## src/rtl/multibyte_alu_seq.sv

```systemverilog
// multibyte_alu_seq: runs a 16-bit ADD/AND/OR through an external 8-bit ALU, low byte then high byte.
// Optional build macro SEQ_CARRY_IN_EN adds the in_cin port that feeds the low-byte ADD carry.
`ifndef ADD_FN
`define ADD_FN 2'b00
`endif
`ifndef AND_FN
`define AND_FN 2'b01
`endif
`ifndef OR_FN
`define OR_FN 2'b10
`endif

module multibyte_alu_seq (
  input  logic        clk,
  input  logic        rst_n,
  input  logic        in_valid,
  output logic        in_ready,
  input  logic [15:0] in_a,
  input  logic [15:0] in_b,
  input  logic [1:0]  in_op,
`ifdef SEQ_CARRY_IN_EN
  input  logic        in_cin,
`endif
  output logic [7:0]  alu_in1,
  output logic [7:0]  alu_in2,
  output logic        alu_c_in,
  output logic [1:0]  alu_opcode,
  input  logic [7:0]  alu_out,
  input  logic [2:0]  alu_czn,
  output logic        out_valid,
  input  logic        out_ready,
  output logic [15:0] out_result,
  output logic [2:0]  out_czn,
  output logic        out_err,
  output logic        busy
);
  typedef enum logic [1:0] {IDLE, LO, HI, DONE} state_e;

  state_e      state_q, state_d;
  logic [15:0] a_q, a_d, b_q, b_d;
  logic [1:0]  op_q, op_d;
  logic        cin_q, cin_d, carry_q, carry_d;
  logic [7:0]  res_lo_q, res_lo_d;
  logic [15:0] out_result_q, out_result_d;
  logic [2:0]  out_czn_q, out_czn_d;
  logic        out_err_q, out_err_d;
  logic        cin_in, in_op_legal, is_add;
  logic [15:0] full_result;
  logic        unused_alu_flags;

`ifdef SEQ_CARRY_IN_EN
  assign cin_in = in_cin;
`else
  assign cin_in = 1'b0;
`endif

  assign in_op_legal = (in_op == `ADD_FN) || (in_op == `AND_FN) || (in_op == `OR_FN);
  assign is_add      = (op_q == `ADD_FN);
  assign full_result = {alu_out, res_lo_q};
  // The ALU's Z and N only describe one byte; both are rebuilt over the full 16-bit result.
  assign unused_alu_flags = ^alu_czn[2:1];

  assign in_ready   = (state_q == IDLE);
  assign busy       = (state_q != IDLE);
  assign out_valid  = (state_q == DONE);
  assign out_result = out_result_q;
  assign out_czn    = out_czn_q;
  assign out_err    = out_err_q;

  always_comb begin
    // NOTE: every variable gets its hold/idle value first, so no branch of the case can infer a latch.
    state_d      = state_q;
    a_d          = a_q;
    b_d          = b_q;
    op_d         = op_q;
    cin_d        = cin_q;
    carry_d      = carry_q;
    res_lo_d     = res_lo_q;
    out_result_d = out_result_q;
    out_czn_d    = out_czn_q;
    out_err_d    = out_err_q;
    alu_in1      = '0;
    alu_in2      = '0;
    alu_c_in     = 1'b0;
    alu_opcode   = '0;

    unique case (state_q)
      IDLE: begin
        if (in_valid) begin
          a_d   = in_a;
          b_d   = in_b;
          op_d  = in_op;
          cin_d = cin_in;
          if (in_op_legal) begin
            state_d = LO;
          end else begin
            out_result_d = '0;
            out_czn_d    = '0;
            out_err_d    = 1'b1;
            state_d      = DONE;
          end
        end
      end
      LO: begin
        alu_in1    = a_q[7:0];
        alu_in2    = b_q[7:0];
        alu_opcode = op_q;
        alu_c_in   = is_add ? cin_q : 1'b0;
        res_lo_d   = alu_out;
        carry_d    = alu_czn[0];
        state_d    = HI;
      end
      HI: begin
        alu_in1      = a_q[15:8];
        alu_in2      = b_q[15:8];
        alu_opcode   = op_q;
        alu_c_in     = is_add ? carry_q : 1'b0;
        out_result_d = full_result;
        out_czn_d    = {full_result[15], (full_result == 16'h0000), is_add & alu_czn[0]};
        out_err_d    = 1'b0;
        state_d      = DONE;
      end
      DONE: begin
        if (out_ready) state_d = IDLE;
      end
      default: state_d = IDLE;
    endcase
  end

  always_ff @(posedge clk or negedge rst_n) begin
    if (!rst_n) begin
      state_q      <= IDLE;
      a_q          <= '0;
      b_q          <= '0;
      op_q         <= '0;
      cin_q        <= 1'b0;
      carry_q      <= 1'b0;
      res_lo_q     <= '0;
      out_result_q <= '0;
      out_czn_q    <= '0;
      out_err_q    <= 1'b0;
    end else begin
      // NOTE: non-blocking assignments make every flop sample the pre-edge _d values together.
      state_q      <= state_d;
      a_q          <= a_d;
      b_q          <= b_d;
      op_q         <= op_d;
      cin_q        <= cin_d;
      carry_q      <= carry_d;
      res_lo_q     <= res_lo_d;
      out_result_q <= out_result_d;
      out_czn_q    <= out_czn_d;
      out_err_q    <= out_err_d;
    end
  end
endmodule

```

## config.mk

```make
export PLATFORM = sky130hd
export DESIGN_NAME = multibyte_alu_seq
export DESIGN_NICKNAME = d
export VERILOG_FILES = /design/src/rtl/multibyte_alu_seq.sv
export SDC_FILE = /design/constraint.sdc
export NUM_CORES = 1
export LEC_CHECK = 0
export CELL_PAD_IN_SITES_DETAIL_PLACEMENT = 0
export CELL_PAD_IN_SITES_GLOBAL_PLACEMENT = 1
export CORE_MARGIN = 2
export CORE_UTILIZATION = 36
export DETAILED_ROUTE_END_ITERATION = 10
export MAX_ROUTING_LAYER = met4
export PLACE_DENSITY_LB_ADDON = 0.15
export SYNTH_ARGS = -nofsm -noshare
export SYNTH_HDL_FRONTEND = slang
export SYNTH_SLANG_ARGS = --single-unit
```

## constraint.sdc

```tcl
create_clock -name clk -period 2.18 [get_ports clk]
set_input_delay 0.327 -clock clk [delete_from_list [all_inputs] [get_ports clk]]
set_output_delay 0.327 -clock clk [all_outputs]
set_load 0.01 [all_outputs]
```

-- After elaboration in Yosys (flattened, before gate mapping)
Cells that the tools add are included.
- equal/unequal tests: 8
- muxes and demuxes: 18
- bitwise operators: 1
- reductions and logical operators: 12
- operator list (cell ; number):
    $mux 16 ; 2
    $pmux 16 s2 ; 1
    $pmux 8 s2 ; 2
    $logic_not 16->1 ; 1
    $mux 2 ; 4
    $pmux 2 s4 ; 1
    $eq 2x2->1 const B ; 3
    $logic_not 2->1 ; 3
    $mux 3 ; 2
    $pmux 3 s2 ; 1
    $eq 2x1->1 const B ; 2
    $mux 1 ; 4
    $ne 2x2->1 const B ; 2
    $reduce_and 2->1 ; 2
    $reduce_bool 2->1 ; 2
    $reduce_and 3->1 ; 1
    $logic_or 1x1->1 ; 2
    $ne 2x1->1 const B ; 1
    $pmux 1 s2 ; 1
    $reduce_or 2->1 ; 1
    $and 1x1->1 ; 1
- register bits: 65
- input bits: 49
- logic and storage cells: 48

-- Depth between registers and ports, before layout
Gate-level depths: netlist (run 1).
- word-level depth: 6
- mapped depth: 8
- mapped depth without buffers: 5

-- Worst setup path before layout (run 1)
No wires, ideal clock.
- kind: reg-to-reg
- from: register state_q[0]
- to: register out_czn_q[0] (netlist: out_czn[0])
- library setup time: 0.125 ns
- arrival time: 1.638 ns
- data required time: 2.055 ns
- path slack: 0.417 ns
- cell stages (with the launch flop): 8
- path buffers: 2
- period minus slack after synthesis: 1.763 ns
- path through: dfrtp_1 > inv_1 > ha_1 > clkbuf_2 > nand2_2 > o22ai_1 > buf_4 > mux2_2
- word-level cells in the longest chain between the ends: 3
- elaborated cells on any way between the ends: 7
- RTL lines (what ; line ; RTL):
    start, declared ; 39 ; state_e state_q, state_d;
    start signal, assigned ; 144 ; state_q <= state_d;
    $logic_not 2->1 (*) ; -- ;
    net in_ready ; 17 ; output logic in_ready,
    $ne 2x2->1 (no line) or $reduce_bool 2->1 (tied branches) ; -- ;
    $reduce_and 3->1 (no line) ; -- ;
    end signal, assigned ; 152 ; out_czn_q <= out_czn_d;
    end, declared ; 45 ; logic [2:0] out_czn_q, out_czn_d;
Mark *: on every way through the listed nets, which the timed path passes. The rest lies on a longest branch.
A chain may end at the register's enable or synchronous reset.

-- Worst setup path in the final report (run 1)
- from: register state_q[1]
- to: output port alu_in1[7]
- word-level cells in the longest chain between the ends: 2
- elaborated cells on any way between the ends: 3
- RTL lines (what ; line ; RTL):
    $eq 2x2->1 or $eq 2x1->1 (tied branches) ; 87 ; unique case (state_q)
    $pmux 8 s2 (*) ; 87 ;
    end, declared ; 24 ; output logic [7:0] alu_in1,
Mark *: on every way between the ends. The rest lies on a longest branch, timed or not.

==> results of run 1 <==
## per-stage QoR
| stage | instances | area [um2] |
|---|---|---|
| final | 441 | 4250 |
| after CTS | 440 | 4240 |
| after global placement | 422 | 3990 |
| after floorplan | 237 | 2930 |
| after global routing | 441 | 4250 |
| after detailed placement | 422 | 3990 |
## kinds of logic (layout without fill, tap and decap cells)
family                   Yosys count  after routing  synth area share (%)
multiplexers                      62             62                  23.1
adder cells (fa/ha/maj)            5              5                  2.14
AND/OR/NAND/NOR                   46             46                  8.47
buffers and inverters             38            140                  5.73
flip-flops                        64             64                  54.7
AO/OA/AOI/OAI                     22             22                  5.81
## worst max path at each step
stage | start | slack [ps] | end
finish | state_q[1]$_DFFE_PN0P_ | 110 | alu_in1[7]
global route | state_q[1]$_DFFE_PN0P_ | 10 | alu_in2[1]
CTS | state_q[0]$_DFFE_PN0P_ | 40 | alu_c_in
detailed placement | state_q[0]$_DFFE_PN0P_ | 70 | alu_c_in
global placement | state_q[0]$_DFFE_PN0P_ | 130 | alu_c_in
floorplan | state_q[0]$_DFFE_PN0P_ | 420 | out_czn[0]$_DFFE_PN0P_
## power by group through the flow
| stage | combinational [mW] | clock [mW] | sequential [mW] |
|---|---|---|---|
| after floorplan | 1.66 | 0 | 2.10 |
| after global placement | 3.03 | 0 | 2.08 |
| after detailed placement | 3.07 | 0 | 2.10 |
| after CTS | 3.04 | 1.21 | 2.07 |
| after global routing | 3.32 | 1.26 | 2.15 |
| final | 2.99 | 1.18 | 2.07 |
## per-layer routing
layer	vias to the layer above	share of wire (%)
li1	1005	-
met1	990	47
met2	50	47
met3	6	4.4
met4	0	1.3
met5	-	0
## registers in the layout (all words and copies together) (netlist names)
signal      flops
a_q            16
b_q            16
out_result     16
res_lo_q        8
op_q            2
out_czn         2
state_q         2
carry_q         1
out_err         1
## cell usage after synthesis (2+ instances only)
cell and instances:
sky130_fd_sc_hd__ha_1 5, sky130_fd_sc_hd__nor2b_1 17, sky130_fd_sc_hd__nand3_1 2, sky130_fd_sc_hd__nand2_1 17, sky130_fd_sc_hd__inv_1 23, sky130_fd_sc_hd__mux2i_1 17, sky130_fd_sc_hd__nor4b_1 2, sky130_fd_sc_hd__a22oi_1 16
sky130_fd_sc_hd__clkbuf_1 6, sky130_fd_sc_hd__buf_4 3, sky130_fd_sc_hd__mux2_2 45, sky130_fd_sc_hd__nor4_1 2, sky130_fd_sc_hd__buf_2 4, sky130_fd_sc_hd__and2_1 2, sky130_fd_sc_hd__dfrtp_1 64
## what timing repair did
| action | CTS | global route |
|---|---|---|
| setup endpoints to repair | 19 | 6 |
| hold buffers | 0 | 0 |
| buffers inserted | 2 | 1 |
| gates resized for setup | 24 | 3 |
## worst register-to-register path, cell delays in order (launching register included)
cell                      delay, ps
sky130_fd_sc_hd__dfrtp_1        400
sky130_fd_sc_hd__inv_1          130
sky130_fd_sc_hd__ha_4           210
sky130_fd_sc_hd__nand2_2         80
sky130_fd_sc_hd__buf_4          410
sky130_fd_sc_hd__mux2_2         400
## final cells by class
| class | instances | area share [%] |
|---|---|---|
| inverter | 23 | 2.03 |
| timing repair buffer | 101 | 23.7 |
| clock inverter | 2 | 1.41 |
| sequential | 64 | 37.7 |
| tap | 102 | 3.00 |
| multi-input combinational | 135 | 28.0 |
| clock buffer | 14 | 4.06 |
==> results.txt, run 1 <==
* Status: completed
- The internal power of the cells totals 4.22 mW.
- Horizontal extent of the die: 94.2 um
- Combinational logic burns 47.9% of the power.
* Number of different library cells in the post-synthesis netlist: 27
* Crit path capture type: output port
- At the end of routability-driven placement, the weighted congestion stood at 0.662.
- Global routing usage on met3: 3.69%
- The first global-routing pass estimated 11.2 mm of wire.
- TritonCTS clock tree: built
- The clock drives 64 sinks.
- When the netlist entered floorplanning its net count stood at 291.
- For this run the aggregate overflow at the end of global routing stands at 0.
- On the final layout, the worst clock skew is 7.76 ps.
* GRT Total Usage: 17.1%
* Area enclosed by the die boundary: 8870 um2
* Synth Instances: 237
- Before antenna repair, the detailed router went through 4 iterations.
- The synthesized design contains 0 enable-type register cells.
* Slowest-stage cell, CP: sky130_fd_sc_hd__dfrtp_1
- TritonCTS buffer count: 9
* Die boundary height: 94.2 um
- Total via count after detailed routing: 2051
- For this run, the leading register cell type out of synthesis is sky130_fd_sc_hd__dfrtp_1.
- Power per standard cell area: 1470 nW/um2
* Reg-to-Reg End: b_q[13]$_DFFE_PN0P_
- Across all setup checks in the final design, the least slack found is 113 ps.
- PnR Total Power: 6.24 mW
- The max-slew violation count was 0.
* Most frequent cells in the layout: sky130_fd_sc_hd__clkdlybuf4s50_1 (68), sky130_fd_sc_hd__dfrtp_1 (64), sky130_fd_sc_hd__mux2_2 (45)
* Vias in the first global route: 2252
* Count of routing violations after the opening detailed-route iteration: 135
- The HPWL after detailed placement is 4.51 mm.
* Largest net degree at the start of global routing: 65
- Number of cells on the worst reg-to-reg path: 5
- Global routing's busiest layer: met2
- The H-tree was split into 3 levels.
- Yosys warning count: 0
- Crit path max fanout: 18
* Top Ports: 91
- Cell chosen for the clock root: sky130_fd_sc_hd__clkbuf_8
* Sum of buffers and inverters on the critical path: 3
- PortBufs: 88
* Switching pwr: 2.02 mW
* Top-area cell type share of the netlist area: 54.7%
- Core Util, Final: 54.4%
- The worst register-to-register path begins at state_q[1]$_DFFE_PN0P_.
- Share of total power consumed by net switching: 32.4%
- Of the cells placed in the final design, the portion with a size suffix greater than 1 is 23.9%.
- Average detailed-routed wire length per instance: 15.2 um
- Met1 Resource Use GR: 22.4%
* Unrepaired setup endpoints after global routing: no
- Most frequent standard cell in the layout excluding fill and tap cells: sky130_fd_sc_hd__clkdlybuf4s50_1
- Multi-input logic area: 1190 um2
- Total of fill cells in the finished design: 704
- Antenna violation net count after detailed routing: 0
- Worst VDD drop: 0.648 mV
- Part of the power in registers: 33.2%
- The critical path is of the reg2out type.
- Standard-cell rows: 32
- Largest buffer count on any clock path: 2
- Worst path depth: 5
- Library cell occupying the most area in the post-synthesis netlist: sky130_fd_sc_hd__dfrtp_1
* Worst endpoint required time: 1850 ps
- A synthesized cell averages 12.3 um2.
- In the finished design, the share of the clock period the worst path needs comes to 94.8%.
* Final setup TNS: 0 ps
- Startpoint type of the worst setup path: flip-flop
* Worst min-delay path category: in2async
- Setup violations remaining at the end of the flow were counted as 0.
* Ranking of synthesized cells by area: sky130_fd_sc_hd__dfrtp_1 (55%), sky130_fd_sc_hd__mux2_2 (17%), sky130_fd_sc_hd__mux2i_1 (5.8%)
* Register-to-register setup slack: 430 ps
- Netlist Area Pre-Place: 2930 um2
- The signal on the critical path passes through inv_1, ha_4, buf_12, nor2b_1, dlygate4sd2_1.
- The kind of cell with the highest combined delay along the critical path is buffers and inverters.
- Clock-pin slew was measured on the worst setup and hold paths at 70 ps.
- Post-layout net count: 388
- The number of antenna violations at the first check in global routing is 0.
- Timing analysis after detailed placement gives a worst setup slack of 70.6 ps.
* Register area share after synthesis: 54.7%
- In this run the static leakage power is 1.82 nW.
* Fraction of met2 tracks used by global routing: 25.8%
* Starting density of the core: 37.5%
- # Max-Cap Violations: 0
* Post-synthesis async set-or-reset flop share: 100%
* Area delta synth->final: 45.1%
- Clock power frac: 18.9%
* Actual transition at the worst max-transition pin: 453 ps
- In the routed design, unresolved DRC markers number 0.
- The count of endpoints failing hold in the final timing report was 0.
- Slew HR: 69.8%
- DR vias/cell: 4.65
- The largest single stage delay on the critical path is 400 ps.
- The sequential cells in the finished layout cover a total of 1600 um2.
* Synthesis-stage register bit count: 64
- For the finished layout, the period the worst path requires is 2070 ps.
- Final hold analysis gives a worst-case slack of 1.55 ps.
- The total area inside the core boundary comes to 7810 um2.
- For the worst setup path, the data arrival time is 1740 ps.
- For this block, the routed nets add up to 6.70 mm of wire.
* Antenna diode count: 0
- Insertion delay of the later-clocked pin in the worst-skew pair: 330 ps
* Achievable frequency: 484 MHz
Power figures use the tool's default switching activity.
==> run 2: changes to the inputs <==
- CTS_CLUSTER_DIAMETER: unset -> 50
==> results of run 2 <==
Same layout as run 1: the final DEF is identical, and so are final timing and power.
==> run 3: changes to the inputs <==
--- a/config.mk
+++ b/config.mk
@@ -7,2 +7,3 @@
 export LEC_CHECK = 0
+export ABC_AREA = 1
 export CELL_PAD_IN_SITES_DETAIL_PLACEMENT = 0
@@ -10,3 +11,3 @@
 export CORE_MARGIN = 2
-export CORE_UTILIZATION = 36
+export CORE_UTILIZATION = 33
 export CTS_CLUSTER_DIAMETER = 50
@@ -15,2 +16,3 @@
 export PLACE_DENSITY_LB_ADDON = 0.15
+export SKIP_LAST_GASP = 1
 export SYNTH_ARGS = -nofsm -noshare
==> constraint.sdc (replaced) <==
create_clock -name clk -period 2.18 [get_ports clk]
set_input_delay 0.545 -clock clk [delete_from_list [all_inputs] [get_ports clk]]
set_output_delay 0.545 -clock clk [all_outputs]
set_load 0.01 [all_outputs]
==> run 3 against run 2 <==
Net effect: via count rose by 25%; flip-flop and latch count did not move; die area rose by 7.5%; worst setup slack got worse by 87 ps; clock power fell by 24%; first-iteration DRC count fell by 16%; sequential power barely moved; wire length rose by 14%; non-clock buffer count rose by 10; clock-buffer cell count fell by 3; register-to-register slack got worse by 60 ps.
==> results.txt, run 3 <==
* Multiplexer share of the synthesized area: 1.17% (was 23.1%)
- Clock sinks: 64 (unchanged)
* Combinational cell fraction of total power: 49.8% (was 47.9%)
* Total of fill cells in the finished design: 868 (was 704)
- The highest clock rate was 464 MHz (was 484 MHz).
* DR vias/cell: 4.49 (was 4.65)
* Part of the power in registers: 34.9% (was 33.2%)
* Pre-Repair DR Iteration Count: 4 (unchanged)
* Count of routing violations after the opening detailed-route iteration: 113 (was 135)
- The overall overflow remaining after global route came to 0 (unchanged).
- The initial cell density of the core was 33.6% (was 37.5%).
- The floorplan core area came to 8590 um2 (was 7810 um2).
- Status: completed (unchanged).
* Number of cells on the worst reg-to-reg path: 11 (was 5)
- Share of total power consumed by net switching: 39.8% (was 32.4%)
- The net switching power of the design was 2.33 mW (was 2.02 mW).
- The critical path startpoint category is a flip-flop (unchanged).
- Share of the cycle needed by the critical path after routing: 98.8% (was 94.8%)
- Antenna violations before repair: 0 (unchanged)
- The count of endpoints failing hold in the final timing report is 0 (unchanged).
- The number of different library cells in the post-synthesis netlist came to 21 (was 27).
- Time the final worst path needs with I/O delays and setup: 2150 ps (was 2070 ps)
- # setup viols final: 0 (unchanged)
- Crit path cell chain: inv_2, buf_12, ha_4, clkbuf_16, nand2_1, a21oi_1, buf_2 (was inv_1, ha_4, buf_12, nor2b_1, dlygate4sd2_1)
- The average wire length per cell after detail routing is 13.3 um (was 15.2 um).
* Biggest cell delay along the critical path: 380 ps (was 400 ps)
- The portion of the post-synthesis area used by sequential elements was 55.4% (was 54.7%).
- The synthesized-area fraction occupied by xor and xnor cells is 0% (unchanged).
- The static power due to leakage was 2.18 nW (was 1.82 nW).
- The width of the chip is 97.6 um (was 94.2 um).
- The cell count after synthesis was 354 (was 237).
- Slowest-stage cell, CP: sky130_fd_sc_hd__dfrtp_1 (unchanged)
- Ranking of synthesized cells by area: sky130_fd_sc_hd__dfrtp_1 (55%), sky130_fd_sc_hd__nand2_1 (24%), sky130_fd_sc_hd__a21oi_1 (2.8%) (was sky130_fd_sc_hd__dfrtp_1 (55%), sky130_fd_sc_hd__mux2_2 (17%), sky130_fd_sc_hd__mux2i_1 (5.8%)).
- Most frequent cell after synthesis: sky130_fd_sc_hd__nand2_1 (was sky130_fd_sc_hd__dfrtp_1)
- The required time of the worst setup path was 1630 ps (was 1850 ps).
- The maximum number of buffers from clock root to sink was 2 (unchanged).
- Synthesized area divided by synthesized cell count: 8.17 um2 (was 12.3 um2)
* Vias in the first global route: 2548 (was 2252)
- Power per standard cell area: 1350 nW/um2 (was 1470 nW/um2)
* Share of post-route cells with drive strength above 1: 22.6% (was 23.9%)
- Slew HR: 62.0% (was 69.8%)
* Clock transition at the registers of the reported paths: 70 ps (about the same)
- Actual transition at the worst max-transition pin: 570 ps (was 453 ps)
* Gp weighted congestion: 0.793 (was 0.662)
- The aggregate global-route resource usage came to 17.3% (was 17.1%).
- Most frequent cells in the layout: sky130_fd_sc_hd__nand2_1 (180), sky130_fd_sc_hd__clkdlybuf4s50_1 (66), sky130_fd_sc_hd__dfrtp_1 (64) (was sky130_fd_sc_hd__clkdlybuf4s50_1 (68), sky130_fd_sc_hd__dfrtp_1 (64), sky130_fd_sc_hd__mux2_2 (45)).
- Crit path capture type: output port (unchanged)
- Library cell occupying the most area in the post-synthesis netlist: sky130_fd_sc_hd__dfrtp_1 (unchanged)
- The arrival time at the worst endpoint is 1610 ps (was 1740 ps).
* Dominant combinational cell family by area after synthesis: simple AND/OR/NAND/NOR gates (was multiplexers)
* PortBufs: 88 (unchanged)
- Clock Skews: 9.44 ps (was 7.76 ps)
- The pin count of the biggest net entering global routing was 39 (was 65).
- The post-detailed-route DRC marker count is 0 (unchanged).
- The clock insertion delay at the later pin of the skew report was 340 ps (was 330 ps).
* CTS H-tree lvls: 3 (unchanged)
- The routed via count is 2570 (was 2051).
* Most instantiated cells after synthesis: sky130_fd_sc_hd__nand2_1 (188), sky130_fd_sc_hd__dfrtp_1 (64), sky130_fd_sc_hd__a21oi_1 (16), sky130_fd_sc_hd__inv_1 (16), sky130_fd_sc_hd__o21ai_0 (12) (was sky130_fd_sc_hd__dfrtp_1 (64), sky130_fd_sc_hd__mux2_2 (45), sky130_fd_sc_hd__inv_1 (23))
* Cell-internal power: 3.52 mW (was 4.22 mW)
- The maximum vdd drop came to 0.493 mV (was 0.648 mV).
* PnR Total Power: 5.85 mW (was 6.24 mW)
- Unrepaired setup endpoints after global routing: yes (was no)
- The complex-gate fraction of the synthesized area is 4.85% (was 5.81%).
- Area enclosed by the die boundary: 9530 um2 (was 8870 um2)
* Total Wirelength: 7.62 mm (was 6.70 mm)
- The TritonCTS clock tree is built (unchanged).
- Top Ports: 91 (unchanged)
- The total standard cell area after synthesis is 2890 um2 (was 2930 um2).
* Dpl hpwl: 5.18 mm (was 4.51 mm)
* Worst Path Class, Setup: reg2out (unchanged)
- The number of buffers inserted by hold repair at cts is 0 (unchanged).
* # Max-Cap Violations: 0 (unchanged)
- Post-synthesis async set-or-reset flop share: 100% (unchanged)
- The count of antenna diodes in the layout is 0 (unchanged).
- The adder and majority cell fraction of the synthesized area was 2.16% (was 2.14%).
* Top-area cell type share of the netlist area: 55.4% (was 54.7%)
- The largest fanout on the critical path is 6 (was 18).
- The post-synth net total is 408 (was 291).
* Most frequent standard cell in the layout excluding fill and tap cells: sky130_fd_sc_hd__nand2_1 (was sky130_fd_sc_hd__clkdlybuf4s50_1)
- Worst min-delay path category: in2async (unchanged)
- The fraction of power consumed by the clock network was 15.2% (was 18.9%).
- The height of the chip was 97.6 um (was 94.2 um).
- The number of synthesized flops with an enable pin was 0 (unchanged).
- The net count reported at finish is 514 (was 388).
- The register bit count reported by yosys came to 64 (unchanged).
- Wire length of the first global-routing pass: 12.5 mm (was 11.2 mm)
- The most common flop cell mapped by yosys is sky130_fd_sc_hd__dfrtp_1 (unchanged).
- The final design utilization came to 50.3% (was 54.4%).
- The simple-gate area share of the yosys netlist is 30.7% (was 8.47%).
* Area delta synth->final: 49.6% (was 45.1%)
- The root buffer cell was sky130_fd_sc_hd__clkbuf_8 (unchanged).
- TritonCTS buffer count: 9 (unchanged)
- Final Max Slew Viols: 0 (unchanged)
* Yosys warning count: 0 (unchanged)
- Antenna violation net count after detailed routing: 0 (unchanged)
* Standard-cell rows: 34 (was 32)
## run 3: cell types whose count changed in the layout (fill, tap and decap cells not counted), sizes merged, moves of 6 or more
cell         change
a21oi           +15
a22oi           -16
buf             +25
dlygate4sd2     -18
inv              -6
mux2            -42
mux2i           -17
nand2          +182
nor2            +12
nor2b           -17
o21ai           +11
## run 3: path summary, 6_finish.rpt
check	start	endpoint	slack [ps]
setup / recovery	state_q[0]$_DFFE_PN0P_	alu_in2[6]	30
hold / removal	rst_n	a_q[14]$_DFFE_PN0P_	200
setup reg to reg	state_q[0]$_DFFE_PN0P_	out_result[1]$_DFFE_PN0P_	370
hold reg to reg	res_lo_q[0]$_DFFE_PN0N_	out_result[0]$_DFFE_PN0P_	470
max in group asynchronous	rst_n	b_q[1]$_DFFE_PN0P_	1380
min in group clk	res_lo_q[0]$_DFFE_PN0N_	out_result[0]$_DFFE_PN0P_	470
## run 3: stage by stage
stage	TNS [ps]	area, um2	setup slack, ps	cells	hold WS [ps]
2_1_floorplan	0	2890	308	354	249
3_3_place_gp	-657	3990	-82.4	553	463
3_5_place_dp	-554	3990	-77.7	553	465
4_1_cts	-202	4180	-120	571	199
5_1_grt	-749	4330	-82.6	573	221
6_report	0	4330	26.1	573	201
## run 3: cell type report
type / instances / area (um2) / area share, %
Multi-Input combinational cell: 255 / 1290 / 29.8
Tap cell: 108 / 135 / 3.12
Clock inverter: 5 / 32.5 / 0.752
Inverter: 19 / 72.6 / 1.68
Clock buffer: 11 / 141 / 3.27
Timing Repair Buffer: 111 / 1050 / 24.4
Sequential cell: 64 / 1600 / 37.0
## run 3: cell families after synthesis
group | Yosys count
compound gates | 28
flops | 64
mux | 3
simple gates | 219
buf+inv | 35
fa+ha+maj | 5
## run 3: per-layer routing
layer,vias up,GRT usage (%),share of wire (%)
met4,0,5.13,1.2
li1,1294,-,-
met1,1198,21.6,44
met5,-,-,0
met3,4,5.76,5.7
met2,74,26.8,49
## run 3: timing repair
item                       in CTS  in global routing
cloned                          0                  1
setup endpoints to repair      21                 21
pin swaps                       1                  9
hold endpoints to repair        0                  0
setup buffers                   2                  1
gates resized for setup        77                 41
## run 3: worst max-delay path, delay by kind of cell (launching register included)
family	cells	cell delay, ps
buffers and inverters	4	540
AO/OA/AOI/OAI	1	120
flip-flops	1	380
AND/OR/NAND/NOR	1	50
adder cells (fa/ha/maj)	1	170
## run 3: power by group through the flow
| stage | sequential [mW] | combinational [mW] | clock [mW] |
|---|---|---|---|
| after CTS | 2.01 | 2.72 | 0.925 |
| final | 2.04 | 2.91 | 0.892 |
| after global routing | 2.11 | 3.24 | 0.986 |
| after global placement | 2.01 | 2.64 | 0 |
| after detailed placement | 2.03 | 2.66 | 0 |
| after floorplan | 2.03 | 1.34 | 0 |
